### config.mk
export PLATFORM = sky130hd
export DESIGN_NAME = pim_mac_sequencer_flat
export DESIGN_NICKNAME = d
export VERILOG_FILES = /design/src/rtl/pim_mac_sequencer_if.sv /design/src/rtl/pim_mac_sequencer.sv /design/src/flat_wrapper.sv
export SDC_FILE = /design/constraint.sdc
export NUM_CORES = 1
export LEC_CHECK = 0
export ABC_CLOCK_PERIOD_IN_PS = 3800
export BUFFER_PORTS_ARGS = -buffer_cell sky130_fd_sc_hd__buf_2
export CAP_MARGIN = 25
export CORE_UTILIZATION = 30
export CTS_CLUSTER_DIAMETER = 60
export DETAILED_ROUTE_END_ITERATION = 7
export PLACE_DENSITY = 0.61
export SETUP_SLACK_MARGIN = 0.05
export SYNTH_ARGS = -nofsm -noshare
export SYNTH_HDL_FRONTEND = slang
export SYNTH_SLANG_ARGS = --single-unit
### constraint.sdc
create_clock -name clk -period 3.8 [get_ports clk]
set_input_delay 0.19 -clock clk [delete_from_list [all_inputs] [get_ports clk]]
set_output_delay 0.19 -clock clk [all_outputs]
set_load 0.01 [all_outputs]
### src/rtl/pim_mac_sequencer_if.sv
// rtl/pim_mac_sequencer_if.sv - host request/response and CFU command/response channels
interface pim_host_if #(
    parameter int DWIDTH = 32,
    parameter int AWIDTH = 10
);
    logic              req_valid;
    logic              req_ready;
    logic [1:0]        req_op;
    logic [AWIDTH-3:0] req_addr;
    logic [DWIDTH-1:0] req_data;
    logic [5:0]        req_nbits;
    logic              rsp_valid;
    logic              rsp_ready;
    logic [DWIDTH-1:0] rsp_data;
    logic              rsp_err;

    modport master (
        output req_valid, req_op, req_addr, req_data, req_nbits, rsp_ready,
        input  req_ready, rsp_valid, rsp_data, rsp_err
    );
    modport slave (
        input  req_valid, req_op, req_addr, req_data, req_nbits, rsp_ready,
        output req_ready, rsp_valid, rsp_data, rsp_err
    );
endinterface

interface pim_cfu_if #(
    parameter int DWIDTH = 32,
    parameter int AWIDTH = 10
);
    logic              cfu_cmd_valid;
    logic              cfu_cmd_ready;
    logic [AWIDTH-1:0] cfu_function_id;
    logic [DWIDTH-1:0] cfu_inputs_0;
    logic [DWIDTH-1:0] cfu_inputs_1;
    logic              cfu_rsp_valid;
    logic              cfu_rsp_ready;
    logic [DWIDTH-1:0] cfu_rsp_data;

    modport master (
        output cfu_cmd_valid, cfu_function_id, cfu_inputs_0, cfu_inputs_1, cfu_rsp_ready,
        input  cfu_cmd_ready, cfu_rsp_valid, cfu_rsp_data
    );
    modport slave (
        input  cfu_cmd_valid, cfu_function_id, cfu_inputs_0, cfu_inputs_1, cfu_rsp_ready,
        output cfu_cmd_ready, cfu_rsp_valid, cfu_rsp_data
    );
endinterface

### src/rtl/pim_mac_sequencer.sv
// rtl/pim_mac_sequencer.sv - expands one host request into CFU command beats, returns one response
module pim_mac_sequencer #(
    parameter int DWIDTH     = 32,
    parameter int AWIDTH     = 10,
    parameter int READ_BEATS = 3,
    parameter int MAC_FLUSH  = 3,
    parameter int TIMEOUT    = 255
) (
    input  logic       clk,
    input  logic       reset,
    pim_host_if.slave  host,
    pim_cfu_if.master  cfu
);
    localparam int SW = $clog2(TIMEOUT + 1);

    typedef enum logic [1:0] {
        S_IDLE,
        S_ISSUE,
        S_RESP
    } state_t;

    state_t            state_q, state_d;
    logic [6:0]        beat_cnt_q, beat_cnt_d;
    logic [6:0]        beat_last_q, beat_last_d;
    logic [SW-1:0]     stall_q, stall_d;
    logic              cmd_valid_q, cmd_valid_d;
    logic [AWIDTH-1:0] fid_q, fid_d;
    logic [DWIDTH-1:0] in0_q, in0_d;
    logic              rsp_valid_q, rsp_valid_d;
    logic [DWIDTH-1:0] rsp_data_q, rsp_data_d;
    logic              rsp_err_q, rsp_err_d;
    logic              req_bad;

    assign req_bad = (host.req_op == 2'b11) ||
                     ((host.req_op == 2'b10) &&
                      ((host.req_nbits == 6'd0) || (host.req_nbits > 6'd32)));

    always_ff @(posedge clk or negedge reset) begin
        if (!reset) begin
            state_q     <= S_IDLE;
            beat_cnt_q  <= '0;
            beat_last_q <= '0;
            stall_q     <= '0;
            cmd_valid_q <= 1'b0;
            fid_q       <= '0;
            in0_q       <= '0;
            rsp_valid_q <= 1'b0;
            rsp_data_q  <= '0;
            rsp_err_q   <= 1'b0;
        end else begin
            state_q     <= state_d;
            beat_cnt_q  <= beat_cnt_d;
            beat_last_q <= beat_last_d;
            stall_q     <= stall_d;
            cmd_valid_q <= cmd_valid_d;
            fid_q       <= fid_d;
            in0_q       <= in0_d;
            rsp_valid_q <= rsp_valid_d;
            rsp_data_q  <= rsp_data_d;
            rsp_err_q   <= rsp_err_d;
        end
    end

    always_comb begin
        state_d     = state_q;
        beat_cnt_d  = beat_cnt_q;
        beat_last_d = beat_last_q;
        stall_d     = stall_q;
        cmd_valid_d = cmd_valid_q;
        fid_d       = fid_q;
        in0_d       = in0_q;
        rsp_valid_d = rsp_valid_q;
        rsp_data_d  = rsp_data_q;
        rsp_err_d   = rsp_err_q;
        case (state_q)
            S_IDLE: begin
                if (host.req_valid) begin
                    rsp_data_d = '0;
                    if (req_bad) begin
                        state_d     = S_RESP;
                        rsp_valid_d = 1'b1;
                        rsp_err_d   = 1'b1;
                    end else begin
                        state_d     = S_ISSUE;
                        cmd_valid_d = 1'b1;
                        beat_cnt_d  = '0;
                        stall_d     = '0;
                        fid_d       = {host.req_addr, host.req_op == 2'b10, host.req_op == 2'b00};
                        in0_d       = (host.req_op == 2'b00) ? host.req_data : '0;
                        case (host.req_op)
                            2'b00:   beat_last_d = 7'd0;
                            2'b01:   beat_last_d = 7'(READ_BEATS - 1);
                            default: beat_last_d = 7'(host.req_nbits) + 7'(MAC_FLUSH - 1);
                        endcase
                    end
                end
            end
            S_ISSUE: begin
                if (cfu.cfu_cmd_ready) begin
                    stall_d = '0;
                    if (beat_cnt_q == beat_last_q) begin
                        // only the final beat's CFU output is meaningful to the host
                        state_d     = S_RESP;
                        cmd_valid_d = 1'b0;
                        fid_d       = '0;
                        in0_d       = '0;
                        rsp_valid_d = 1'b1;
                        rsp_err_d   = 1'b0;
                        if (cfu.cfu_rsp_valid) begin
                            rsp_data_d = cfu.cfu_rsp_data;
                        end
                    end else begin
                        beat_cnt_d = beat_cnt_q + 7'd1;
                    end
                end else if (stall_q == SW'(TIMEOUT - 1)) begin
                    state_d     = S_RESP;
                    cmd_valid_d = 1'b0;
                    fid_d       = '0;
                    in0_d       = '0;
                    rsp_valid_d = 1'b1;
                    rsp_err_d   = 1'b1;
                    rsp_data_d  = '0;
                end else begin
                    stall_d = stall_q + SW'(1);
                end
            end
            S_RESP: begin
                if (host.rsp_ready) begin
                    state_d     = S_IDLE;
                    rsp_valid_d = 1'b0;
                    rsp_err_d   = 1'b0;
                end
            end
            default: state_d = S_IDLE;
        endcase
    end

    assign host.req_ready      = (state_q == S_IDLE);
    assign host.rsp_valid      = rsp_valid_q;
    assign host.rsp_data       = rsp_data_q;
    assign host.rsp_err        = rsp_err_q;
    assign cfu.cfu_cmd_valid   = cmd_valid_q;
    assign cfu.cfu_function_id = fid_q;
    assign cfu.cfu_inputs_0    = in0_q;
    assign cfu.cfu_inputs_1    = '0;
    assign cfu.cfu_rsp_ready   = cmd_valid_q;
endmodule

### src/flat_wrapper.sv
// flat-port wrapper written by rule: the top's interface ports become plain ports
module pim_mac_sequencer_flat 
#(
    parameter int DWIDTH     = 32,
    parameter int AWIDTH     = 10,
    parameter int READ_BEATS = 3,
    parameter int MAC_FLUSH  = 3,
    parameter int TIMEOUT    = 255
)
  (clk, reset, host_req_valid, host_req_op, host_req_addr, host_req_data, host_req_nbits, host_rsp_ready, host_req_ready, host_rsp_valid, host_rsp_data, host_rsp_err, cfu_cfu_cmd_valid, cfu_cfu_function_id, cfu_cfu_inputs_0, cfu_cfu_inputs_1, cfu_cfu_rsp_ready, cfu_cfu_cmd_ready, cfu_cfu_rsp_valid, cfu_cfu_rsp_data);
  pim_host_if #(.DWIDTH(DWIDTH), .AWIDTH(AWIDTH)) host_i ();
  pim_cfu_if #(.DWIDTH(DWIDTH), .AWIDTH(AWIDTH)) cfu_i ();
  input  logic clk;
  input  logic reset;
  input wire logic [$bits(host_i.req_valid)-1:0] host_req_valid;
  input wire logic [$bits(host_i.req_op)-1:0] host_req_op;
  input wire logic [$bits(host_i.req_addr)-1:0] host_req_addr;
  input wire logic [$bits(host_i.req_data)-1:0] host_req_data;
  input wire logic [$bits(host_i.req_nbits)-1:0] host_req_nbits;
  input wire logic [$bits(host_i.rsp_ready)-1:0] host_rsp_ready;
  output wire logic [$bits(host_i.req_ready)-1:0] host_req_ready;
  output wire logic [$bits(host_i.rsp_valid)-1:0] host_rsp_valid;
  output wire logic [$bits(host_i.rsp_data)-1:0] host_rsp_data;
  output wire logic [$bits(host_i.rsp_err)-1:0] host_rsp_err;
  output wire logic [$bits(cfu_i.cfu_cmd_valid)-1:0] cfu_cfu_cmd_valid;
  output wire logic [$bits(cfu_i.cfu_function_id)-1:0] cfu_cfu_function_id;
  output wire logic [$bits(cfu_i.cfu_inputs_0)-1:0] cfu_cfu_inputs_0;
  output wire logic [$bits(cfu_i.cfu_inputs_1)-1:0] cfu_cfu_inputs_1;
  output wire logic [$bits(cfu_i.cfu_rsp_ready)-1:0] cfu_cfu_rsp_ready;
  input wire logic [$bits(cfu_i.cfu_cmd_ready)-1:0] cfu_cfu_cmd_ready;
  input wire logic [$bits(cfu_i.cfu_rsp_valid)-1:0] cfu_cfu_rsp_valid;
  input wire logic [$bits(cfu_i.cfu_rsp_data)-1:0] cfu_cfu_rsp_data;
  assign host_i.req_valid = host_req_valid;
  assign host_i.req_op = host_req_op;
  assign host_i.req_addr = host_req_addr;
  assign host_i.req_data = host_req_data;
  assign host_i.req_nbits = host_req_nbits;
  assign host_i.rsp_ready = host_rsp_ready;
  assign host_req_ready = host_i.req_ready;
  assign host_rsp_valid = host_i.rsp_valid;
  assign host_rsp_data = host_i.rsp_data;
  assign host_rsp_err = host_i.rsp_err;
  assign cfu_cfu_cmd_valid = cfu_i.cfu_cmd_valid;
  assign cfu_cfu_function_id = cfu_i.cfu_function_id;
  assign cfu_cfu_inputs_0 = cfu_i.cfu_inputs_0;
  assign cfu_cfu_inputs_1 = cfu_i.cfu_inputs_1;
  assign cfu_cfu_rsp_ready = cfu_i.cfu_rsp_ready;
  assign cfu_i.cfu_cmd_ready = cfu_cfu_cmd_ready;
  assign cfu_i.cfu_rsp_valid = cfu_cfu_rsp_valid;
  assign cfu_i.cfu_rsp_data = cfu_cfu_rsp_data;
  pim_mac_sequencer #(.DWIDTH(DWIDTH), .AWIDTH(AWIDTH), .READ_BEATS(READ_BEATS), .MAC_FLUSH(MAC_FLUSH), .TIMEOUT(TIMEOUT)) u_core (.clk(clk), .reset(reset), .host(host_i), .cfu(cfu_i));
endmodule
==> impl_metrics.tcl, run 1 <==
set metrics [dict create \
    rsz0062_at_grt "false" \
    pwr-share-clk_pct 23.9 \
    grtUsageTotal_pct 14.0 \
    async_reset_ff_share_pct 100 \
    max_cap_violations 0 \
    die_w_um 129 \
    ant_nets 0 \
    worstHoldStart "host_req_data[13]" \
    clockBufferDepth 2 \
    crit_fanout 35 \
    post_cts_buffers 0 \
    die_area_um2 16500 \
    die_h_um 129 \
    clock-sinks 101 \
    ys_ff_latch 101 \
    pwr-share-seq_pct 39.3 \
    viasPerCell 4.50 \
    internal_power_mw 2.69 \
    cts_hold_buf 0 \
    pin_count 197 \
    synth_warnings 0 \
    powerDensity_nw_per_um2 695 \
    seqCellArea_um2 2530 \
    multi_input_area_um2 1880 \
    slew_viol_final 0 \
    clk_pin_slew_worst_paths_ns 0.07 \
    synth_edf_count 0 \
    grt_overflow 0 \
    status "completed" \
    start_util_pct 31.1 \
    syn_area_um2 4800 \
    worstPathRequired_ns 4.08 \
    power_frac_comb_pct 36.8 \
    ys_seq_area_share_pct 52.6 \
    syn2layout_area_growth_pct 26.7 \
    gp_congestion 0.771 \
    r2r_start "u_core.state_q[1]" \
    portBuffers 164 \
    setup_tns_ns 0 \
    post-dp-hpwl_um 8050 \
    antenna_found_initial 1 \
    n_fill_cell 1554 \
    leakage_nw 3.18 \
    htreeDepth 3 \
    crit_arrival_ns 2.90 \
    vias 3729 \
    yosys.cell_types.count 48 \
    postSynthCellCount 450 \
    grt_max_degree 72 \
    wl_per_cell_um 13.4 \
    cp_slowest_stage_delay_ns 0.68 \
    peakVddDrop_mv 0.238 \
    startpoint "u_core.state_q[1]" \
    hold_viol_final 0 \
    grt_pass1_vias 3703 \
    drt_iter0_drc 136 \
    power.switching_mw 1.54 \
    fin_worst_skew_ns 0.00402 \
    dr.pass1.iters 4 \
    clock_latency_ns 0.35 \
    max_slew_margin_pct 33.7 \
    start_kind "register" \
    criticalPathCategory "register to register" \
    drc 0 \
    cts_root_buf "clkbuf_16" \
    setup_viol 0 \
    grt_pass1_wl_um 18000 \
    drive_gt1_share_pct 31.9 \
    slowest_stage "nor2_1" \
    core_um2 15400 \
    switching_share_pct 36.4 \
    dominantRegCellSynth "dfrtp_1" \
    crit_chain "nor2b_1 > nand2_1 > nor2_1 > a2111o_1 > buf_4 > a22o_1" \
    fin_crit_ns 2.62 \
    synth.avg_cell_area_um2 10.7 \
    hp-class "primary input to register" \
    nNetsFinal 702 \
    tightest_slew_ns 0.995 \
    fmax_mhz 382 \
    crit_path_end_kind "register" \
    cts_tree "built" \
    wl_um 11100 \
    cts_resized 0 \
    numCtsBuffers 9 \
    final_util_pct 39.4 \
    period_share_pct 68.9 \
    rows 45 \
]
[cell usage after synthesis, drive strengths merged (2+ instances only)]
cell type | n | area share [%]
nand3 | 12 | 1.3
nand2b | 2 | 0.26
mux2 | 2 | 0.55
nor2b | 2 | 0.26
mux2i | 39 | 8.1
nor2 | 13 | 1.0
a31oi | 7 | 0.91
clkbuf | 11 | 0.86
or3 | 5 | 0.65
a211o | 2 | 0.39
o211ai | 3 | 0.47
inv | 50 | 3.9
o22ai | 3 | 0.39
a21o | 3 | 0.50
nand2 | 59 | 4.6
a21oi | 6 | 0.63
a41oi | 2 | 0.76
ha | 4 | 1.0
nor3b | 2 | 0.31
a22o | 36 | 6.6
buf | 40 | 6.0
nor3 | 5 | 0.63
nor4 | 2 | 0.89
nand4 | 2 | 0.26
dfrtp | 101 | 53
o21ai | 10 | 1.0
and2 | 2 | 0.26
and3 | 3 | 0.39
xnor2 | 5 | 0.91
xor2 | 5 | 0.91
[critical path, delay by kind of cell, from the launching register on]
family | cells | cell delay [ns]
AND/OR/NAND/NOR | 3 | 1.27
flip-flops | 1 | 0.53
AO/OA/AOI/OAI | 2 | 0.40
buffers and inverters | 1 | 0.33
[power groups by stage]
stage,logic (mW),clock network (mW),registers [mW]
global placement,1.54,0,1.67
floorplan,0.949,0,1.76
finish,1.56,1.01,1.66
global route,1.72,1.09,1.71
detailed placement,1.58,0,1.68
CTS,1.58,1.05,1.67
[area by class of cell]
type / count / share of cell area (%)
inverter: 50 / 3.09
antenna: 1 / 0.0412
sequential: 101 / 41.6
clock buffer: 10 / 3.77
tap: 211 / 4.34
clock inverter: 6 / 1.54
timing repair buffer: 171 / 14.8
multi-input combinational: 279 / 30.9
[per-stage QoR]
| stage | hold slack [ns] | setup WS (ns) | cells | area, um^2 | power, mW |
|---|---|---|---|---|---|
| 2_1_floorplan | -0.106 | 1.58 | 481 | 4920 | 2.71 |
| 3_3_place_gp | 0.389 | 1.22 | 810 | 5720 | 3.21 |
| 3_5_place_dp | 0.402 | 1.19 | 810 | 5720 | 3.26 |
| 4_1_cts | 0.0200 | 1.16 | 826 | 6040 | 4.30 |
| 5_1_grt | 0.0505 | 0.939 | 829 | 6080 | 4.51 |
| 6_report | 0.0593 | 1.18 | 829 | 6080 | 4.23 |
[layout by cell type, fill, tap and decap left out, types with 2 or more instances in the layout]
master	Yosys	final
nor2_1	13	12
buf_4	36	6
ha_1	4	4
nand2b_1	2	2
nand3_1	12	12
nor2b_1	2	2
or3_1	5	5
and2_1	2	2
bufinv_16	0	2
o22ai_1	3	3
nand4_1	2	2
nor3b_1	2	2
a22o_1	36	36
inv_6	0	2
o211ai_1	3	3
nor3_1	4	3
nand2_1	59	59
a21oi_1	6	6
buf_2	4	163
o21ai_0	10	10
dfrtp_1	101	101
nor3_2	1	2
nor4_4	2	2
mux2i_1	39	39
xnor2_1	5	5
inv_1	50	50
a31oi_1	7	7
xor2_1	5	5
conb_1	1	32
and3_1	3	3
a21o_1	2	2
clkbuf_16	0	9
[kinds of logic after synthesis]
logic type,synth area share (%)
AOI/OAI and AO/OA,13.9
xor gates and xnor gates,1.82
adders and majority gates,1.04
buffers and inverters,10.8
DFF,52.6
muxes,8.68
other,0.0781
and+or+nand+nor,11.0
[routing by layer]
metal	wire length [um]	track usage, %
met1	4850	16.8
met2	5610	23.9
met5	0	0
met4	202	6.99
met3	473	2.70
[flip-flops by register name, indices dropped and copies added, names as in the netlist]
signal,cells
u_core.state_q,2
u_core.host.rsp_valid,1
u_core.host.rsp_err,1
u_core.beat_cnt_q,7
u_core.cfu.cfu_cmd_valid,1
u_core.host.rsp_data,32
u_core.cfu.cfu_inputs_0,32
u_core.beat_last_q,7
u_core.stall_q,8
u_core.cfu.cfu_function_id,10
[path summary, 6_finish.rpt]
kind / end / cells past startpoint / slack, ns
worst max-delay path: u_core.cfu.cfu_inputs_0[5] / 6 / 1.18
worst min-delay path: u_core.cfu.cfu_inputs_0[13] / 2 / 0.06
worst max register to register: u_core.cfu.cfu_inputs_0[5] / 6 / 1.18
worst min register to register: u_core.stall_q[7] / 1 / 0.48
max in group asynchronous: u_core.host.rsp_data[31] / 4 / 2.49
min in group asynchronous: u_core.beat_last_q[2] / 2 / 0.31
Note: power is estimated with default switching activity, not from simulation.
==> run 2: changes to the inputs <==
--- a/config.mk
+++ b/config.mk
@@ -5,13 +5,13 @@
 export SDC_FILE = /design/constraint.sdc
 export NUM_CORES = 1
 export LEC_CHECK = 0
-export ABC_CLOCK_PERIOD_IN_PS = 3800
+export ABC_CLOCK_PERIOD_IN_PS = 2200
 export BUFFER_PORTS_ARGS = -buffer_cell sky130_fd_sc_hd__buf_2
 export CAP_MARGIN = 25
 export CORE_UTILIZATION = 30
 export CTS_CLUSTER_DIAMETER = 60
 export DETAILED_ROUTE_END_ITERATION = 7
-export PLACE_DENSITY = 0.61
+export PLACE_DENSITY = 0.63
 export SETUP_SLACK_MARGIN = 0.05
 export SYNTH_ARGS = -nofsm -noshare
 export SYNTH_HDL_FRONTEND = slang
==> constraint.sdc (replaced) <==
create_clock -name clk -period 2.2 [get_ports clk]
set_input_delay 0.11 -clock clk [delete_from_list [all_inputs] [get_ports clk]]
set_output_delay 0.11 -clock clk [all_outputs]
set_load 0.01 [all_outputs]
==> impl_metrics.tcl, run 2 (same netlist as run 1, synthesis figures left out) <==
set metrics [dict create \
    cts_root_buf "clkbuf_16" \
    placed_cells 823 \
    clk_pin_slew_worst_paths_ns 0.07 \
    start_kind "register" \
    grtUsageTotal_pct 15.3 \
    cts_tree "built" \
    setup_tns_ns 0 \
    start_util_pct 31.1 \
    final_util_pct 44.8 \
    pre_cts_ws_ns 0.0558 \
    grt_overflow 0 \
    hold_viol_final 0 \
    worstPathRequired_ns 2.47 \
    slew_viol_final 0 \
    leakage_nw 3.54 \
    drt_iter0_drc 139 \
    fin_crit_ns 2.10 \
    numCtsBuffers 9 \
    die_area_um2 16500 \
    hp-class "primary input to register" \
    fin_worst_skew_ns 0.00832 \
    grt_pass1_vias 4229 \
    portBuffers 164 \
    clock_latency_ns 0.35 \
    crit_fanout 8 \
    cp_slowest_stage_delay_ns 0.42 \
    power_mw 7.60 \
    worst_slack_ns 0.102 \
    period_share_pct 95.4 \
    clockBufferDepth 2 \
    criticalPathCategory "register to register" \
    antenna_found_initial 0 \
    syn2layout_area_growth_pct 44.0 \
    wl_per_cell_um 13.7 \
    status "completed" \
    crit_chain "xor2_1 > nor4_4 > a41oi_4 > nor4_4 > buf_6 > clkbuf_16 > mux2i_1" \
    htreeDepth 3 \
    rows 45 \
    viasPerCell 4.48 \
    peakVddDrop_mv 0.482 \
    dr.pass1.iters 4 \
    final_common_cell "buf_2" \
    powerDensity_nw_per_um2 1100 \
    mostFrequentLayoutCells "buf_2 (163), dfrtp_1 (100), dlygate4sd3_1 (67), nand2_1 (59), inv_1 (50)" \
    crit_path_end_kind "register" \
    vias 4085 \
    crit_top_cell "nor4_4" \
    n_fill_cell 1452 \
    pin_count 197 \
    drc 0 \
    max_cap_violations 0 \
    gp_congestion 0.739 \
    die_h_um 129 \
    max_slew_margin_pct 58.8 \
    nNetsFinal 785 \
    tightest_slew_ns 0.617 \
    antenna_cells 0 \
    stdcell_count 911 \
    grt_max_degree 102 \
    die_w_um 129 \
    drive_gt1_share_pct 31.1 \
    grt_pass1_wl_um 20000 \
    core_um2 15400 \
    setup_viol 0 \
    slowest_stage "dfrtp_1" \
    post-dp-hpwl_um 8010 \
    clock-sinks 101 \
    ant_nets 0 \
    rsz0062_at_grt "true" \
    wl_um 12400 \
    crit_arrival_ns 2.36 \
    fmax_mhz 477 \
]
[run 2: changes by cell type in the layout (fill, tap and decap cells not counted), moves of 2 or more]
cell	previous run	this run
buf_6	0	3
dlygate4sd3_1	1	67
nor2_2	1	3
nor2_1	12	10
bufinv_16	2	0
buf_12	0	4
clkinv_4	0	2
buf_4	6	15
[run 2: what timing repair did]
action                                  in CTS  in global routing
hold buffers                                66                  1
endpoints found under the setup margin       1                 52
gates resized for setup                      0                 10
pin swaps                                    0                  3
buffers inserted                             0                  3
endpoints found under the hold margin      166                  1
gates cloned                                 0                  2
[run 2: area by class of cell]
class	instances	area (um^2)	share of cell area, %
clock inverters	7	70.1	1.01
well taps	211	264	3.82
flip-flops and latches	101	2530	36.6
inverters	50	188	2.72
repair buffers	254	1750	25.4
clock buffers	9	225	3.26
multi-input cells	279	1880	27.2
[run 2: metrics by stage]
step | hold WS, ns | area (um^2)
2_1_floorplan | -0.186 | 4920
3_3_place_gp | 0.219 | 5870
3_5_place_dp | 0.227 | 5870
4_1_cts | 0.000577 | 6820
5_1_grt | 0.0131 | 6910
6_report | 0.00989 | 6910
[run 2: path summary, 6_finish.rpt]
path	depth (start not counted)	endpoint	start	slack (ns)
min in group asynchronous	3	u_core.beat_last_q[6]	reset	0.34
max in group asynchronous	3	u_core.host.rsp_data[2]	reset	1.39
hold reg to reg	1	u_core.cfu.cfu_function_id[0]	u_core.cfu.cfu_function_id[0]	0.48
setup / recovery	7	u_core.host.rsp_data[15]	u_core.beat_cnt_q[5]	0.10
hold / removal	3	u_core.host.rsp_data[20]	cfu_cfu_rsp_data[20]	0.01
setup reg to reg	7	u_core.host.rsp_data[15]	u_core.beat_cnt_q[5]	0.10
[run 2: layer usage]
| layer | share of wire, % | vias to the layer above | global-route usage, % |
|---|---|---|---|
| met5 | 0 | - | 0 |
| met4 | 2.0 | 0 | 7.06 |
| met3 | 3.9 | 18 | 2.74 |
| met2 | 51 | 120 | 27.6 |
| met1 | 43 | 1986 | 17.7 |
| li1 | - | 1961 | - |
[run 2: worst max-delay path: cells and delay by family (launching register included)]
kind,cells,cell delay (ns)
compound gates,1,0.22
xor+xnor,1,0.18
buf+inv,2,0.33
flops,1,0.42
mux,1,0.22
simple gates,2,0.65
[run 2: power breakdown]
part | total (mW) | switching [mW] | internal (mW)
clock network | 1.57 | 0.773 | 0.798
registers | 2.82 | 0.375 | 2.45
logic | 3.20 | 1.68 | 1.52
==> run 3: changes to the inputs <==
--- a/config.mk
+++ b/config.mk
@@ -12,7 +12,7 @@
 export CTS_CLUSTER_DIAMETER = 60
 export DETAILED_ROUTE_END_ITERATION = 7
 export PLACE_DENSITY = 0.63
-export SETUP_SLACK_MARGIN = 0.05
+export SETUP_SLACK_MARGIN = 0.3
 export SYNTH_ARGS = -nofsm -noshare
 export SYNTH_HDL_FRONTEND = slang
 export SYNTH_SLANG_ARGS = --single-unit
==> constraint.sdc (replaced) <==
create_clock -name clk -period 2.2 [get_ports clk]
set_input_delay 0.11 -clock clk [delete_from_list [all_inputs] [get_ports clk]]
set_output_delay 0.11 -clock clk [all_outputs]
set_load 0.02 [all_outputs]
==> impl_metrics.tcl, run 3 (same netlist as run 1, synthesis figures left out) <==
set metrics [dict create \
    status "completed" \
    grt_util_met3_pct 3.08 \
    clock_latency_ns 0.34 \
    use_met1_pct 18.6 \
    start_util_pct 31.1 \
    antenna_found_initial 0 \
    dr.pass1.iters 4 \
    die_area_um2 16500 \
    portBuffers 164 \
    powerDensity_nw_per_um2 1200 \
    clockBufferDepth 2 \
    grt_overflow 0 \
    clock-sinks 101 \
    grt_max_degree 61 \
    peakVddDrop_mv 0.572 \
    drt_iter0_drc 99 \
    die_h_um 129 \
    drc 0 \
    crit_path_end_kind "register" \
    pin_count 197 \
    seqCellArea_um2 2530 \
    leakage_nw 3.56 \
    htreeDepth 3 \
    drive_gt1_share_pct 32.7 \
    setup_tns_ns 0 \
    rsz0062_at_grt "true" \
    post-dp-hpwl_um 8130 \
    wl_um 13000 \
    nNetsFinal 779 \
    hp-class "primary input to register" \
    wl_per_cell_um 14.3 \
    reg2reg_slack_ns 0.17 \
    grt_pass1_vias 4062 \
    grt.busiest_layer "met2" \
    fin_worst_skew_ns 0.00729 \
    period_share_pct 92.3 \
    max_slew_margin_pct 59.7 \
    worstHoldStart "host_req_addr[6]" \
    viasPerCell 4.53 \
    worst_slack_ns 0.169 \
    tightest_slew_ns 0.604 \
    multi_input_area_um2 1930 \
    stdcell_count 905 \
    crit_arrival_ns 2.26 \
    groute.layer.met2.usage_pct 27.9 \
    die_w_um 129 \
    gp_congestion 0.793 \
    n_fill_cell 1464 \
    final_util_pct 44.9 \
    antenna_cells 0 \
    ant_nets 0 \
    startpoint "u_core.beat_last_q[5]" \
    grtUsageTotal_pct 15.7 \
    grt_pass1_wl_um 20000 \
    rows 45 \
    placed_cells 825 \
    setup_viol 0 \
    crit_fanout 35 \
    hold_viol_final 0 \
    slew_viol_final 0 \
    core_um2 15400 \
    cts_root_buf "clkbuf_16" \
    worstPathRequired_ns 2.43 \
    max_cap_violations 0 \
    final_common_cell "buf_2" \
    numCtsBuffers 9 \
    mostFrequentLayoutCells "buf_2 (163), dfrtp_1 (101), nand2_1 (59), dlygate4sd3_1 (57), inv_1 (50)" \
    r2r_start "u_core.beat_last_q[5]" \
    syn2layout_area_growth_pct 44.2 \
    pre_cts_ws_ns 0.131 \
    criticalPathCategory "register to register" \
    start_kind "register" \
    cts_tree "built" \
    vias 4097 \
    fmax_mhz 492 \
    fin_crit_ns 2.03 \
    clk_pin_slew_worst_paths_ns 0.07 \
]
run 3: changes by cell type in the layout (fill, tap and decap cells not counted), sizes merged:
cell / delta
dlygate4sd3: -10
buf: +3
clkinvlp: -1
clkbuf: +1
bufinv: +1
run 3: worst paths after layout:
path | end | depth (start not counted)
min in group asynchronous | u_core.host.rsp_data[31] | 2
max in group asynchronous | u_core.cfu.cfu_cmd_valid | 3
max reg2reg | u_core.cfu.cfu_inputs_0[25] | 6
max | u_core.cfu.cfu_inputs_0[25] | 6
min | u_core.cfu.cfu_function_id[8] | 3
min reg2reg | u_core.cfu.cfu_function_id[0] | 1
run 3: worst max-delay path, cell delays in order, from the launching register on:
cell      delay [ns]
dfrtp_1         0.40
xor2_1          0.20
nor4_4          0.33
a41oi_4         0.21
a2111o_1        0.37
buf_12          0.18
a22o_1          0.20
run 3: per-layer routing:
metal,wire [um],share of wire [%]
met2,6640,51
met3,556,4.3
met4,205,1.6
met1,5560,43
met5,0,0
run 3: stage by stage:
step / total power [mW] / hold slack (ns) / instance area [um^2]
global route: 8.81 / 0.00353 / 6920
global placement: 6.19 / 0.140 / 5890
finish: 8.27 / 0.0127 / 6920
CTS: 8.18 / 0.000451 / 6820
detailed placement: 6.28 / 0.156 / 5890
floorplan: 5.19 / -0.186 / 4960
run 3: power by group:
| group | internal (mW) | switching, mW | total (mW) |
|---|---|---|---|
| Clock | 0.901 | 0.743 | 1.64 |
| Sequential | 2.45 | 0.372 | 2.82 |
| Combinational | 1.64 | 2.17 | 3.81 |
| Total | 4.99 | 3.28 | 8.27 |
run 3: area by class of cell:
type / instances / area share, %
Clock buffer: 9 / 3.25
Clock inverter: 7 / 1.17
Inverter: 50 / 2.71
Multi-Input combinational cell: 279 / 27.8
Sequential cell: 101 / 36.5
Tap cell: 211 / 3.81
Timing Repair Buffer: 248 / 24.7
run 3: what timing repair did:
item / CTS / global route
hold buffers: 57 / 0
endpoints found under the hold margin: 97 / 0
resized for setup: 4 / 8
endpoints found under the setup margin: 76 / 85
setup buffers: 2 / 2
cloned: 1 / 2
